### config.mk
export PLATFORM = sky130hd
export DESIGN_NAME = registro_universal_n_flat
export DESIGN_NICKNAME = d
export VERILOG_FILES = /design/src/rtl/registro_pkg.sv /design/src/rtl/registro_universal_n_if.sv /design/src/rtl/registro_universal_celda.sv /design/src/rtl/registro_universal_n.sv /design/src/flat_wrapper.sv
export SDC_FILE = /design/constraint.sdc
export NUM_CORES = 1
export LEC_CHECK = 0
export BUFFER_PORTS_ARGS = -buffer_cell sky130_fd_sc_hd__buf_4
export CORE_AREA = 5 5 53 55
export DETAILED_ROUTE_END_ITERATION = 16
export DIE_AREA = 0 0 58 60
export PLACE_DENSITY = 0.68
export RECOVER_POWER = 25
export SYNTH_ARGS = -nofsm -noshare
export SYNTH_HDL_FRONTEND = slang
export SYNTH_SLANG_ARGS = --single-unit
### constraint.sdc
create_clock -name CLK -period 1.51 [get_ports CLK]
set_clock_uncertainty 0.2 [all_clocks]
set_input_delay 0.2265 -clock CLK [delete_from_list [all_inputs] [get_ports CLK]]
set_output_delay 0.2265 -clock CLK [all_outputs]
set_load 0.005 [all_outputs]
### src/rtl/registro_pkg.sv
// Shared operation codes for the universal shift register family.
package registro_pkg;

    localparam int MODE_W = 3;

    localparam logic [MODE_W-1:0] MODE_HOLD  = 3'b000;
    localparam logic [MODE_W-1:0] MODE_LOAD  = 3'b001;
    localparam logic [MODE_W-1:0] MODE_SHL   = 3'b010;
    localparam logic [MODE_W-1:0] MODE_SHR   = 3'b011;
    localparam logic [MODE_W-1:0] MODE_ROL   = 3'b100;
    localparam logic [MODE_W-1:0] MODE_ROR   = 3'b101;
    localparam logic [MODE_W-1:0] MODE_CLEAR = 3'b110;

endpackage

### src/rtl/registro_universal_n_if.sv
// Control/data bundle between a datapath master and the universal register.
interface registro_universal_n_if
    import registro_pkg::*;
#(
    parameter int WIDTH = 8
);
    localparam int CNT_W = $clog2(WIDTH + 1);

    logic              CE;
    logic [MODE_W-1:0] MODE;
    logic [WIDTH-1:0]  DATA_IN;
    logic              SERIAL_IN_L;
    logic              SERIAL_IN_R;
    logic [WIDTH-1:0]  DATA_OUT;
    logic              SERIAL_OUT_L;
    logic              SERIAL_OUT_R;
    logic [CNT_W-1:0]  SHIFT_CNT;
    logic              FULL;

    modport master (
        output CE, MODE, DATA_IN, SERIAL_IN_L, SERIAL_IN_R,
        input  DATA_OUT, SERIAL_OUT_L, SERIAL_OUT_R, SHIFT_CNT, FULL
    );

    modport slave (
        input  CE, MODE, DATA_IN, SERIAL_IN_L, SERIAL_IN_R,
        output DATA_OUT, SERIAL_OUT_L, SERIAL_OUT_R, SHIFT_CNT, FULL
    );

endinterface

### src/rtl/registro_universal_celda.sv
// One storage bit of the universal register: CE/RESET cell extended with
// neighbour inputs so a chain of these shifts and rotates.
module registro_universal_celda
    import registro_pkg::*;
(
    input  logic              CLK,
    input  logic              RESET,
    input  logic              CE,
    input  logic [MODE_W-1:0] MODE,
    input  logic              left_nb,
    input  logic              right_nb,
    input  logic              data_bit,
    input  logic              reset_bit,
    output logic              q
);

    // SHL/ROL pull from the lower-index neighbour, SHR/ROR from the higher one;
    // the top decides what the edge cells see as neighbours.
    always_ff @(posedge CLK) begin
        if (RESET) begin
            q <= reset_bit;
        end else if (CE) begin
            case (MODE)
                MODE_HOLD:          q <= q;
                MODE_LOAD:          q <= data_bit;
                MODE_SHL, MODE_ROL: q <= right_nb;
                MODE_SHR, MODE_ROR: q <= left_nb;
                MODE_CLEAR:         q <= reset_bit;
                default:            q <= q;
            endcase
        end
    end

endmodule

### src/rtl/registro_universal_n.sv
// N-bit universal register: hold/load/shift/rotate/clear with a saturating
// count of shifts since the last load, clear or reset.
module registro_universal_n
    import registro_pkg::*;
#(
    parameter int               WIDTH       = 8,
    parameter logic [WIDTH-1:0] RESET_VALUE = '0
) (
    input logic                  CLK,
    input logic                  RESET,
    registro_universal_n_if.slave bus
);

    localparam int               CNT_W   = $clog2(WIDTH + 1);
    localparam logic [CNT_W-1:0] CNT_MAX = CNT_W'(WIDTH);

    logic [WIDTH-1:0] q;
    logic [CNT_W-1:0] cnt;
    logic [CNT_W-1:0] cnt_next;
    logic             full;

    for (genvar i = 0; i < WIDTH; i++) begin : g_bit
        logic right_nb;
        logic left_nb;

        // Edge cells see either the serial input or the opposite end (rotate).
        if (i == 0) begin : g_lsb
            assign right_nb = (bus.MODE == MODE_ROL) ? q[WIDTH-1] : bus.SERIAL_IN_L;
        end else begin : g_mid_r
            assign right_nb = q[i-1];
        end

        if (i == WIDTH - 1) begin : g_msb
            assign left_nb = (bus.MODE == MODE_ROR) ? q[0] : bus.SERIAL_IN_R;
        end else begin : g_mid_l
            assign left_nb = q[i+1];
        end

        registro_universal_celda u_celda (
            .CLK       (CLK),
            .RESET     (RESET),
            .CE        (bus.CE),
            .MODE      (bus.MODE),
            .left_nb   (left_nb),
            .right_nb  (right_nb),
            .data_bit  (bus.DATA_IN[i]),
            .reset_bit (RESET_VALUE[i]),
            .q         (q[i])
        );
    end

    always_comb begin
        cnt_next = cnt;
        if (bus.CE) begin
            case (bus.MODE)
                MODE_LOAD, MODE_CLEAR: cnt_next = '0;
                MODE_SHL, MODE_SHR, MODE_ROL, MODE_ROR: begin
                    if (cnt != CNT_MAX) cnt_next = cnt + 1'b1;
                end
                default: cnt_next = cnt;
            endcase
        end
    end

    // FULL is registered from the next count so it never lags SHIFT_CNT.
    always_ff @(posedge CLK) begin
        if (RESET) begin
            cnt  <= '0;
            full <= 1'b0;
        end else begin
            cnt  <= cnt_next;
            full <= (cnt_next == CNT_MAX);
        end
    end

    assign bus.DATA_OUT     = q;
    assign bus.SERIAL_OUT_L = q[WIDTH-1];
    assign bus.SERIAL_OUT_R = q[0];
    assign bus.SHIFT_CNT    = cnt;
    assign bus.FULL         = full;

endmodule
### src/flat_wrapper.sv
// flat-port wrapper written by rule: the top's interface ports become plain ports
module registro_universal_n_flat import registro_pkg::*;
#(
    parameter int               WIDTH       = 8,
    parameter logic [WIDTH-1:0] RESET_VALUE = '0
)
  (CLK, RESET, bus_CE, bus_MODE, bus_DATA_IN, bus_SERIAL_IN_L, bus_SERIAL_IN_R, bus_DATA_OUT, bus_SERIAL_OUT_L, bus_SERIAL_OUT_R, bus_SHIFT_CNT, bus_FULL);
  registro_universal_n_if #(.WIDTH(WIDTH)) bus_i ();
  input logic CLK;
  input logic RESET;
  input wire logic [$bits(bus_i.CE)-1:0] bus_CE;
  input wire logic [$bits(bus_i.MODE)-1:0] bus_MODE;
  input wire logic [$bits(bus_i.DATA_IN)-1:0] bus_DATA_IN;
  input wire logic [$bits(bus_i.SERIAL_IN_L)-1:0] bus_SERIAL_IN_L;
  input wire logic [$bits(bus_i.SERIAL_IN_R)-1:0] bus_SERIAL_IN_R;
  output wire logic [$bits(bus_i.DATA_OUT)-1:0] bus_DATA_OUT;
  output wire logic [$bits(bus_i.SERIAL_OUT_L)-1:0] bus_SERIAL_OUT_L;
  output wire logic [$bits(bus_i.SERIAL_OUT_R)-1:0] bus_SERIAL_OUT_R;
  output wire logic [$bits(bus_i.SHIFT_CNT)-1:0] bus_SHIFT_CNT;
  output wire logic [$bits(bus_i.FULL)-1:0] bus_FULL;
  assign bus_i.CE = bus_CE;
  assign bus_i.MODE = bus_MODE;
  assign bus_i.DATA_IN = bus_DATA_IN;
  assign bus_i.SERIAL_IN_L = bus_SERIAL_IN_L;
  assign bus_i.SERIAL_IN_R = bus_SERIAL_IN_R;
  assign bus_DATA_OUT = bus_i.DATA_OUT;
  assign bus_SERIAL_OUT_L = bus_i.SERIAL_OUT_L;
  assign bus_SERIAL_OUT_R = bus_i.SERIAL_OUT_R;
  assign bus_SHIFT_CNT = bus_i.SHIFT_CNT;
  assign bus_FULL = bus_i.FULL;
  registro_universal_n #(.WIDTH(WIDTH), .RESET_VALUE(RESET_VALUE)) u_core (.CLK(CLK), .RESET(RESET), .bus(bus_i));
endmodule
==> key figures <==
Clock network
  – Worst-skew pair later-pin latency: 270 ps
  – CTS Buf Count: 3
  – Clock-pin slew on the worst setup and hold paths: 80 ps
  – CTS root buf: clkbuf_4
  – Clk sinks: 13
  – CTS tree: yes
  – Post-CTS setup buffers: 0
  – H-tree depth: 1
  – Clock buffer depth: 2

Pwr
  – Maximum vdd ir drop: 0.000596 V
  – Sw Pwr: 0.242 mW
  – Comb power frac: 0.294
  – Cell internal pwr: 0.605 mW
  – Switching Fraction: 0.285
  – Leakage: 0.540 nW
  – PwrDens: 711 nW/um2
  – Sequential Power Share: 0.454
  – Clock power share: 0.252
  – Overall Power: 0.846 mW

Detailed routing
  – WL/cell: 13.7 um
  – Via count: 900
  – Drt pass-1 iters: 4
  – DRT iter0 DRCs: 18
  – Routed Antenna Nets: 0
  – DRC violations left: 0
  – Routed Wire Length: 2.32 mm
  – Vias/cell: 5.33

Placed design
  – I/O Buffers: 30
  – DP HPWL: 1.82 mm
  – Placed Cells: 165
  – Pre-CTS setup slack: -168 ps
  – Gpl congestion: 0.804

Synth
  – Synthesized area: 855 um2
  – EDFF count, synth: 0
  – Post-Syn Nets: 120
  – Synth unique cells: 34
  – Post-Syn Area per Cell: 8.38 um2
  – Cell taking the most area after synthesis: dfxtp_1
  – Gate Count Post-Synth: 102
  – Seq/Total Area, Yosys: 0.305
  – Post-synth ARST share: 0
  – Synth warn: 0
  – Post-synth top flop: dfxtp_1
  – Seq cells post-synth: 13
  – Synth cell count leaders: 13 x dfxtp_1, 13 x nor2_1, 8 x buf_4, 7 x nor3_1
  – Synth area leaders: dfxtp_1 30%, mux2_2 7.9%, buf_4 7.0%
  – Post-synth top area share: 0.305

Floorplanning
  – DIE WIDTH: 58 um
  – Starting Density: 0.365
  – Die Y: 60 um
  – Cell Rows: 18
  – Top-level port count: 31
  – Core Box Area: 2340 um2
  – Die area: 3480 um2

Timing
  – Tmin final: 1500 ps
  – Unrepaired setup endpoints after global routing: yes
  – Hold slack: -0.0261 ps
  – Max Freq: 668 MHz
  – Actual slew at the worst max-slew pin: 493 ps
  – Setup TNS: 0 ps
  – Max-slew violations: 0
  – Final worst-path cycle share: 0.992
  – Final-report setup violation count: 0
  – Hold Violations, Final: 1
  – Slew Limit Headroom: 0.669
  – Final WS setup: 12.7 ps

Hold path
  – Hold crit path type: in2reg

Finish
  – Layout fillers: 238
  – Nets@finish: 158
  – # diodes: 0
  – Synthesis-to-finish area growth: 39.2%
  – Share of layout cells above drive strength 1: 0.453
  – Area of the multi-input gates: 488 um2
  – Register area: 263 um2
  – Fin cells: 169
  – Util after Layout: 0.508

Setup path
  – CP startpoint kind: flop
  – Worst path slowest cell: dfxtp_2
  – Largest delay share family, worst path: simple AND/OR/NAND/NOR gates
  – Worst path cell trace: buf_4, nand3_1, or3_1, a31oi_2, and4_1
  – Crit path largest cell delay: 350 ps
  – Worst setup EP type: flop
  – CP required: 1530 ps
  – Crit path max fanout: 4
  – Critical Path AT: 1520 ps
  – Crit path kind: reg2reg
  – Crit path buf inv count: 1

GRT
  – Vias in the first global route: 909
  – GRT Util Overall: 0.146
  – First-pass GRT wire length: 3.84 mm
  – Initial antenna violation count: 0
  – Total global routing overflow: 0
  – Largest net degree at the start of global routing: 13

Outcome
  – Run status: complete, but fails checks
  – Failing checks: negative hold slack

Run
  – Max-cap viol count: 0
==> flip-flops by register name, summed over array words and instances (netlist names) <==
register / flops
u_core.g_bit.u_celda.q: 8
u_core.bus.FULL: 1
u_core.bus.SHIFT_CNT: 4
==> kinds of logic (layout without fill, tap and decap cells) <==
| group | count (synthesis) | count (layout) | synth area share |
|---|---|---|---|
| and+or+nand+nor | 38 | 38 | 0.225 |
| AOI/OAI and AO/OA | 22 | 22 | 0.201 |
| muxes | 6 | 6 | 0.0791 |
| adders and majority gates | 2 | 2 | 0.0293 |
| DFF | 13 | 13 | 0.305 |
| xor gates and xnor gates | 2 | 2 | 0.0293 |
| buffers and inverters | 19 | 56 | 0.132 |
==> worst register-to-register path, stage by stage (launching register included) <==
cell and delay (ps):
dfxtp_2 350, buf_4 140, nand3_1 80, or3_1 330
a31oi_2 140, and4_1 200
==> routing by layer <==
layer | wire length (um) | GRT usage | vias up | share of wire
met3 | 132 | 0.0475 | 8 | 0.057
met2 | 1180 | 0.258 | 26 | 0.51
li1 | - | - | 441 | -
met4 | 62 | 0.0894 | 0 | 0.027
met5 | 0 | 0 | - | 0
met1 | 940 | 0.149 | 425 | 0.41
==> final timing paths <==
kind                             start                        end  slack (ps)  cells after the start
min reg2reg  u_core.g_bit[4].u_celda.q  u_core.g_bit[4].u_celda.q         340                      2
max            u_core.bus.SHIFT_CNT[0]            u_core.bus.FULL          10                      5
min                             bus_CE  u_core.g_bit[0].u_celda.q       -0.03                      2
max reg2reg    u_core.bus.SHIFT_CNT[0]            u_core.bus.FULL          10                      5
==> area by class of cell <==
type                       instances  share of cell area
clock buffer                       4              0.0221
inverter                           4              0.0126
multi-input combinational         70               0.410
sequential                        13               0.221
tap                               30              0.0315
timing repair buffer              48               0.303
==> power by group through the flow <==
stage          sequential, mW  clock [mW]  combinational, mW
2_1_floorplan           0.389           0              0.144
3_3_place_gp            0.391           0              0.244
3_5_place_dp            0.393           0              0.248
4_1_cts                 0.385       0.224              0.251
5_1_grt                 0.387       0.247              0.275
6_report                0.384       0.213              0.249
==> metrics by stage <==
stage / instance area, um2 / hold slack (ps)
3_3_place_gp: 1160 / 292
6_report: 1190 / -0.0261
3_5_place_dp: 1160 / 287
5_1_grt: 1190 / 10.9
4_1_cts: 1190 / -10.6
2_1_floorplan: 861 / 96.7
==> repair_timing <==
action,4_1_cts,5_1_grt
endpoints found under the setup margin,1,1
pin swaps,3,3
endpoints found under the hold margin,1,0
resized for setup,2,0
==> layout by cell type (no fill, tap or decap), types with 2 or more instances in the layout <==
master and instances:
a21o_1 2, a221oi_1 6, and3b_1 2, buf_4 42
clkbuf_4 9, dfxtp_1 11, dfxtp_2 2, inv_1 4
mux2_2 6, nand2_1 4, nand3_1 5, nand3b_1 2
nor2_1 13, nor3_1 7, o21ai_1 2, or3_1 2
No activity file was read; power rests on OpenSTA's default activity.
